===== src/rtl/muldiv_unit.sv =====
// muldiv_unit -- multi-cycle multiply/divide unit for the EX stage.
//
// Executes MULT/MULTU/DIV/DIVU behind a single start/annul/ready handshake
// and returns a {hi,lo} pair for the datapath to write into hilo_reg.
//
// Ports:
//   clk, rst        clock; synchronous active-high reset
//   start_i         request; op/operands captured on the accepting edge
//   op_i[1:0]       00 MULT, 01 MULTU, 10 DIV, 11 DIVU
//   opa_i, opb_i    multiplicand/dividend, multiplier/divisor
//   annul_i         abort the operation in flight; also blocks a start
//   busy_o          high while in MUL or DIV (feeds the F/D/E stall)
//   ready_o         one-cycle pulse, hi_o/lo_o carry a new result
//   hi_o, lo_o      MUL: product high/low half; DIV: remainder/quotient
//   div_by_zero_o   qualifies the last result: divide with opb == 0
module muldiv_unit #(
  parameter int WIDTH   = 32,
  parameter int MUL_LAT = 2
) (
  input  logic             clk,
  input  logic             rst,
  input  logic             start_i,
  input  logic [1:0]       op_i,
  input  logic [WIDTH-1:0] opa_i,
  input  logic [WIDTH-1:0] opb_i,
  input  logic             annul_i,
  output logic             busy_o,
  output logic             ready_o,
  output logic [WIDTH-1:0] hi_o,
  output logic [WIDTH-1:0] lo_o,
  output logic             div_by_zero_o
);

  // Counter must also hold MUL_LAT should it ever exceed WIDTH.
  localparam int CNT_MAX = (WIDTH > MUL_LAT) ? WIDTH : MUL_LAT;
  localparam int CNT_W   = $clog2(CNT_MAX + 1);
  localparam logic [CNT_W-1:0] CNT_ONE = CNT_W'(1);

  typedef enum logic [1:0] {S_IDLE, S_MUL, S_DIV, S_DONE} state_e;

  state_e             state_q, state_d;
  logic [CNT_W-1:0]   cnt_q, cnt_d;
  logic [WIDTH-1:0]   a_q, a_d;       // raw opa: multiplicand, or hi on divide-by-zero
  logic [WIDTH-1:0]   b_q, b_d;       // raw opb for MUL, |divisor| for DIV
  logic [WIDTH-1:0]   quo_q, quo_d;   // |dividend| shifting out, quotient shifting in
  logic [WIDTH:0]     rem_q, rem_d;   // partial remainder, one extra bit for the shift
  logic               sgn_q, sgn_d;   // signed multiply
  logic               negq_q, negq_d; // negate quotient at the end
  logic               negr_q, negr_d; // negate remainder at the end
  logic               zero_q, zero_d; // divisor was zero
  logic [WIDTH-1:0]   hi_q, hi_d;
  logic [WIDTH-1:0]   lo_q, lo_d;
  logic               dz_q, dz_d;

  // Start accepted from IDLE or DONE; annul in those states kills it.
  logic accept;
  assign accept = start_i && !annul_i && (state_q == S_IDLE || state_q == S_DONE);

  logic is_signed, a_neg, b_neg;
  assign is_signed = ~op_i[0];
  assign a_neg     = is_signed & opa_i[WIDTH-1];
  assign b_neg     = is_signed & opb_i[WIDTH-1];

  // Product of the latched operands. Sign-extending to 2W and keeping the
  // low 2W bits of the product gives the two's-complement result directly.
  logic [2*WIDTH-1:0] ext_a, ext_b, prod;
  assign ext_a = {{WIDTH{sgn_q & a_q[WIDTH-1]}}, a_q};
  assign ext_b = {{WIDTH{sgn_q & b_q[WIDTH-1]}}, b_q};
  assign prod  = ext_a * ext_b;

  // One restoring-division step: shift in the next dividend bit, subtract
  // the divisor when it fits. The remainder after a step is < divisor.
  logic [WIDTH:0]   shifted, rem_n;
  logic [WIDTH-1:0] quo_n, rem_lo;
  logic             fits;
  assign shifted = {rem_q[WIDTH-1:0], quo_q[WIDTH-1]};
  assign fits    = shifted >= {1'b0, b_q};
  assign rem_n   = fits ? (shifted - {1'b0, b_q}) : shifted;
  assign quo_n   = {quo_q[WIDTH-2:0], fits};
  assign rem_lo  = rem_n[WIDTH-1:0];

  always_comb begin
    state_d = state_q;
    cnt_d   = cnt_q;
    a_d     = a_q;
    b_d     = b_q;
    quo_d   = quo_q;
    rem_d   = rem_q;
    sgn_d   = sgn_q;
    negq_d  = negq_q;
    negr_d  = negr_q;
    zero_d  = zero_q;
    hi_d    = hi_q;
    lo_d    = lo_q;
    dz_d    = dz_q;
    case (state_q)
      S_IDLE, S_DONE: begin
        if (accept) begin
          a_d   = opa_i;
          sgn_d = is_signed;
          if (op_i[1]) begin
            state_d = S_DIV;
            b_d     = b_neg ? -opb_i : opb_i;
            quo_d   = a_neg ? -opa_i : opa_i;
            rem_d   = '0;
            negq_d  = a_neg ^ b_neg;
            negr_d  = a_neg;
            zero_d  = (opb_i == '0);
            cnt_d   = (opb_i == '0) ? CNT_ONE : CNT_W'(WIDTH);
          end else begin
            state_d = S_MUL;
            b_d     = opb_i;
            cnt_d   = CNT_W'(MUL_LAT);
          end
        end else if (state_q == S_DONE) begin
          state_d = S_IDLE;
        end
      end
      S_MUL: begin
        if (annul_i) begin
          state_d = S_IDLE;
        end else if (cnt_q == CNT_ONE) begin
          state_d = S_DONE;
          hi_d    = prod[2*WIDTH-1:WIDTH];
          lo_d    = prod[WIDTH-1:0];
          dz_d    = 1'b0;
        end else begin
          cnt_d = cnt_q - CNT_ONE;
        end
      end
      S_DIV: begin
        if (annul_i) begin
          state_d = S_IDLE;
        end else if (zero_q) begin
          state_d = S_DONE;
          lo_d    = '1;
          hi_d    = a_q;
          dz_d    = 1'b1;
        end else begin
          rem_d = rem_n;
          quo_d = quo_n;
          cnt_d = cnt_q - CNT_ONE;
          if (cnt_q == CNT_ONE) begin
            // MIN / -1 needs no special case: |MIN| fits unsigned and the
            // quotient is not negated, so it wraps to MIN with remainder 0.
            state_d = S_DONE;
            lo_d    = negq_q ? -quo_n : quo_n;
            hi_d    = negr_q ? -rem_lo : rem_lo;
            dz_d    = 1'b0;
          end
        end
      end
      default: state_d = S_IDLE;
    endcase
  end

  always_ff @(posedge clk) begin
    if (rst) begin
      state_q <= S_IDLE;
      cnt_q   <= '0;
      a_q     <= '0;
      b_q     <= '0;
      quo_q   <= '0;
      rem_q   <= '0;
      sgn_q   <= 1'b0;
      negq_q  <= 1'b0;
      negr_q  <= 1'b0;
      zero_q  <= 1'b0;
      hi_q    <= '0;
      lo_q    <= '0;
      dz_q    <= 1'b0;
    end else begin
      state_q <= state_d;
      cnt_q   <= cnt_d;
      a_q     <= a_d;
      b_q     <= b_d;
      quo_q   <= quo_d;
      rem_q   <= rem_d;
      sgn_q   <= sgn_d;
      negq_q  <= negq_d;
      negr_q  <= negr_d;
      zero_q  <= zero_d;
      hi_q    <= hi_d;
      lo_q    <= lo_d;
      dz_q    <= dz_d;
    end
  end

  assign busy_o        = (state_q == S_MUL) || (state_q == S_DIV);
  assign ready_o       = (state_q == S_DONE);
  assign hi_o          = hi_q;
  assign lo_o          = lo_q;
  assign div_by_zero_o = dz_q;

endmodule


===== config.mk =====
export PLATFORM = sky130hd
export DESIGN_NAME = muldiv_unit
export DESIGN_NICKNAME = d
export VERILOG_FILES = /design/src/rtl/muldiv_unit.sv
export SDC_FILE = /design/constraint.sdc
export NUM_CORES = 2
export LEC_CHECK = 0
export BUFFER_PORTS_ARGS = -buffer_cell sky130_fd_sc_hd__buf_2
export CAP_MARGIN = 10
export CORE_UTILIZATION = 35
export CTS_BUF_LIST = sky130_fd_sc_hd__clkbuf_4 sky130_fd_sc_hd__clkbuf_8
export DETAILED_ROUTE_END_ITERATION = 8
export REMOVE_ABC_BUFFERS = 1
export SLEW_MARGIN = 20
export SYNTH_ARGS = -nofsm -noshare
export SYNTH_HDL_FRONTEND = slang
export SYNTH_SLANG_ARGS = --single-unit

===== constraint.sdc =====
create_clock -name clk -period 9.1 [get_ports clk]
set_input_delay 0.455 -clock clk [delete_from_list [all_inputs] [get_ports clk]]
set_output_delay 0.455 -clock clk [all_outputs]
set_load 0.005 [all_outputs]

== Word level (Yosys, flattened, before mapping) ==
Index checks and enable logic that the tools add are counted.
Word-level totals
  register bits after elaboration: 205
  bits of input ports: 70
  word-level logic and storage cells: 105
Operators by class
  add/sub/neg operators: 6
  multiply operators: 1
  magnitude comparators: 1
  equal/unequal tests: 13
  muxes and demuxes: 49
  bitwise gates (word level): 6
  reduce and logical (&&, ||, !) cells: 16
Operators with widths (count)
  $mux 32: 24
  $pmux 32 s2: 4
  $neg 32->32: 4
  $mul 33x33->64: 1
  $mux 6: 7
  $ge 33x32->1: 1
  $logic_not 32->1: 1
  $sub 32x32->32: 1
  $pmux 6 s3: 1
  $reduce_and 5->1: 3
  $mux 2: 7
  $ne 2x2->1 const B: 7
  $eq 6x1->1 const B: 1
  $ne 3x3->1 const B: 2
  $pmux 2 s3: 1
  $reduce_and 3->1: 2
  $sub 6x1->6 const B: 1
  $and 1x1->1: 4
  $eq 2x2->1 const B: 2
  $mux 1: 4
  $reduce_bool 2->1: 2
  $eq 2x1->1 const B: 1
  $logic_and 1x1->1: 2
  $logic_not 2->1: 1
  7 further kinds: 8

== Longest topological paths before layout ==
  word-level depth: 8
  mapped depth: 32
  depth with buffers taken out: 30

== Least setup slack after synthesis ==
No wires, ideal clock.
  path type: reg-to-reg
  start: register a_q[31]
  end: register hi_q[15] (netlist: hi_o[15])
  library setup time: 0.134 ns
  arrival time: 7.974 ns
  data required time: 8.966 ns
  path slack: 0.992 ns
  cell stages (with the launch flop): 31
  path through: dfxtp_1 -> clkbuf_1 -> and2_1 -> clkbuf_1 -> nand2_1 -> inv_1 -> fa_1 -> inv_1 -> fa_1 -> inv_1 -> fa_1 -> fa_1 -> fa_1 -> fa_1 -> fa_1 -> inv_1 -> fa_1 -> inv_1 -> ha_1 -> clkbuf_1 -> a21oi_1 -> o21bai_1 -> a221o_1 -> a221oi_1 -> o211ai_1 -> a311o_1 -> o211ai_1 -> nor2_1 -> a2111oi_0 -> a2bb2oi_1 -> a211oi_1
Between the ends
  word-level cells in the longest chain between the ends: 5
RTL lines
  from (decl): RTL line 43  | logic [WIDTH-1:0] a_q, a_d;
  from (signal assigned): RTL line 161  | a_q <= '0;
  from (signal assigned): RTL line 175  | a_q <= a_d;
  $and 1x1->1: RTL line 67  | assign ext_a = {{WIDTH{sgn_q & a_q[WIDTH-1]}}, a_q};
  $mul 33x33->64 (*): RTL line 69  | assign prod = ext_a * ext_b;
  $mux 32 (*): RTL line 122  | end else if (cnt_q == CNT_ONE) begin
  $mux 32 (*): RTL line 120  | if (annul_i) begin
  $pmux 32 s2 (*): RTL line 96  | case (state_q)
  to (signal assigned): RTL line 183  | hi_q <= hi_d;
  to (decl): RTL line 51  | logic [WIDTH-1:0] hi_q, hi_d;
Mark *: on every way between the ends. The rest lies on a longest branch, timed or not. The select of a mux whose other input is x is not followed.
A chain may end at the register's enable or synchronous reset.

== Worst setup path after layout ==
  start: register b_q[25]
  end: register hi_q[15] (netlist: hi_o[15])
Between the ends
  word-level cells in the longest chain between the ends: 8
  elaborated cells between the ends (all ways): 11
RTL lines
  from (decl): RTL line 44  | logic [WIDTH-1:0] b_q, b_d;
  from (signal assigned): RTL line 162  | b_q <= '0;
  from (signal assigned): RTL line 176  | b_q <= b_d;
  $ge 33x32->1: RTL line 77  | assign fits = shifted >= {1'b0, b_q};
  $mux 32: RTL line 78  | assign rem_n = fits ? (shifted - {1'b0, b_q}) : shifted;
  $neg 32->32: RTL line 148  | hi_d = negr_q ? -rem_lo : rem_lo;
  $mux 32: RTL line 148
  $mux 32: RTL line 143  | if (cnt_q == CNT_ONE) begin
  $mux 32: RTL line 134  | end else if (zero_q) begin
  $mux 32: RTL line 132  | if (annul_i) begin
  $pmux 32 s2 (*): RTL line 96
Marked as above.

==> out/metrics.csv <==
metric;value;unit
status;finished, final reports clean;
core-area;146000;um^2
cts_max_path_buffers;3;
synth_edf_count;0;
track_usage;23.8;%
p_leak;0.0268;uW
gp_congestion;0.969;
r2r_start;b_q[25];
io_buffer_count;136;
yosysSeqAreaShare;7.94;%
postSynthAreaPerCell;8.47;um^2
arrival;9.36;ns
ys.flop_type;dfxtp_1;
place_area;55000;um^2
peakVddDrop;84.7;uV
route.detailed.drc;0;
synth_compound_area_share;10.1;%
slew_violations;0;
synth_adder_area_share;49.8;%
r2r_cells;25;
syn_area;51700;um^2
worst_slew_pin_slew;1.04;ns
antenna_found_initial;7;
multi_input_comb_area;41700;um^2
die_h;386;um
nNetsFinal;7557;
dp.cells;7967;
seq_area;4130;um^2
die_x;386;um
worstHoldPathCells;3;
synth_cells;6102;
antenna_left;0;
synth_warnings;0;
period_share;97.2;%
relSlewSlack;30.7;%
crit_required;9.61;ns
p_clk_share;27.8;%
min_from;opb_i[26];
cts_tree;done;
synthSimpleGateAreaFrac;17.1;%
drtIter0Drc;3161;
totalPowerFinal;4160;uW
setup_viol;0;
hpwlAfterDp;140000;um
vias;42200;
critPathCaptureType;register;
clk_latency;0.75;ns
first_pass_iters;5;
n_fill_cell;15000;
initial_utilization;35.4;%
rrSetupSlack;0.26;ns
clock-sinks;205;
critPathLaunchType;register;
rsz0062_at_grt;no;
stdcell_area;56100;um^2
synth-seq-cells;205;
hold_viol;0;
intPower;2280;uW
dieArea;149000;um^2
placementRows;140;
maxCapViolCount;0;
drive_above_1_share;8.29;%
p_sw_share;45.2;%
grt-ovfl-total;0;
area.growth.synth_to_final;8.66;%
synth.distinct_cells;90;
via_per_inst;5.23;
cts_made_buffers;45;
crit_fanout;22;
combPwrFrac;48.2;%
clockRootBuffer;clkbuf_8;
fin_cells;8059;
grt_pass1_vias;44600;
crit_type;reg -> reg;
pin_count;137;
synth_top_family_by_area;adder cells;
finalCriticalPeriod;8.84;ns
setup.worst_path.start;b_q[25];
clk_pin_slew;0.06;ns
synthMuxAreaShare;0.395;%
p_seq_share;24.0;%
max_freq;113;MHz
hold_class;in -> reg;
hold_end;b_q[26];
routed_wl;173000;um
hold_ws;0.0730;ns
async_flop_share;0;%
wl_per_cell;21.4;um
synthXorXnorAreaFrac;3.17;%
grt_pass1_wl;268000;um
fin_skew;0.114;ns
utilization;38.4;%
switchingPower;1880;uW
htree_levels;2;
worstReg2RegEnd;hi_o[15];
grt_max_degree;162;
power_density;74.2;nW/um^2
layout by cell type, fill, tap and decap left out, types with 48 or more instances in the layout:
cell type,synthesis,routed
nand3_1,48,48
dfxtp_1,205,190
ha_1,253,252
buf_2,3,135
nor3_1,57,57
nor2_1,288,287
nand2_1,977,977
a21o_1,49,48
a21oi_1,271,269
buf_4,0,199
and2_1,357,356
xnor2_1,119,119
fa_1,1126,1123
inv_1,1190,1185
o21ai_0,138,136
xor2_1,68,68
a211oi_1,54,54
clkbuf_8,0,56
worst max path at each step:
stage          cells after the start  endpoint  slack (ns)
2_1_floorplan                     27  hi_o[31]        0.61
3_3_place_gp                      25  hi_o[31]       -0.26
3_5_place_dp                      25  hi_o[31]       -0.24
4_1_cts                           28  hi_o[20]        0.05
5_1_grt                           32  hi_o[31]       0.002
6_report                          25  hi_o[15]        0.26
sequential cells by signal, summed over array words and instances, names as in the netlist:
register and count:
a_q 32, b_q 32, hi_o 32, lo_o 32, quo_q 32, rem_q 32, cnt_q 6, state_q 2
div_by_zero_o 1, negq_q 1, negr_q 1, sgn_q 1, zero_q 1
metal layers:
| metal | global-route usage [%] | vias up | wire length [um] |
|---|---|---|---|
| li1 | - | 18700 | - |
| met1 | 29.0 | 21600 | 66700 |
| met2 | 39.4 | 1579 | 81600 |
| met3 | 4.50 | 376 | 13300 |
| met4 | 13.1 | 4 | 11000 |
| met5 | 0 | - | 33 |
worst max-delay path, stage by stage, from the launching register on:
cell and delay (ns):
dfxtp_1 0.60, buf_4 0.30, buf_4 0.43, nand2_1 0.13
fa_1 0.53, inv_1 0.05, fa_1 0.49, fa_1 0.58
fa_1 0.43, fa_1 0.55, fa_1 0.44, fa_1 0.50
inv_1 0.05, fa_1 0.47, inv_1 0.04, ha_1 0.40
and4_1 0.27, a221o_1 0.32, a221oi_1 0.35, o21ai_0 0.25
a311o_1 0.39, o211ai_1 0.25, nor2_1 0.10, a2111oi_1 0.41
a2bb2oi_1 0.20, a211oi_1 0.10
synthesized netlist by cell type (all sizes together) (19+ instances only):
cell,count,area (um^2)
inv,1191,4470
fa,1126,22500
nand2,978,3670
clkbuf,379,1420
and2,358,2240
nor2,288,1080
a21oi,272,1370
ha,253,3170
dfxtp,205,4100
o21ai,142,711
xnor2,119,1040
xor2,68,596
nor3,57,285
a211oi,54,405
a21o,50,377
nand3,48,240
and3,38,243
a22oi,30,225
o31ai,28,224
a31oi,27,169
o211ai,27,203
o221ai,24,210
or3,22,139
nand2b,21,131
nor4,21,131
nand4,20,125
or2,20,125
o41ai,19,181
what timing repair did:
item,4_1_cts,5_1_grt
resized for setup,6,29
hold buffers,6,0
setup endpoints to repair,9,17
endpoints found under the hold margin,6,0
setup buffers,0,5
through the flow:
step                      worst slack, ns  setup TNS, ns
after global routing              0.00157              0
after floorplan                     0.606              0
after detailed placement           -0.240         -0.667
after CTS                          0.0476              0
after global placement             -0.259         -0.719
final                               0.257              0
final cells by class:
cell class                 count  share of cell area, %
antenna                        4                 0.0178
clock buffer                  67                   1.52
clock inverter                10                  0.178
inverter                    1191                   7.99
multi-input combinational   4312                   74.3
sequential                   205                   7.35
tap                         1917                   4.27
timing repair buffer         353                   4.40
cells by family (layout without fill, tap and decap cells):
kind of cell / after synthesis / count (layout)
adders and majority gates: 1379 / 1379
AOI/OAI and AO/OA: 802 / 802
and+or+nand+nor: 1924 / 1924
muxes: 20 / 20
buffers and inverters: 1585 / 1621
other: 0 / 4
xor gates and xnor gates: 187 / 187
DFF: 205 / 205
power by group through the flow:
stage	Sequential, uW	Combinational [uW]	Clock (uW)
3_3_place_gp	1020	1960	0
6_report	1000	2010	1160
3_5_place_dp	1020	1980	0
4_1_cts	998	1990	1190
5_1_grt	1000	2220	1220
2_1_floorplan	1050	1160	0
Note: power is estimated with default switching activity, not from simulation.
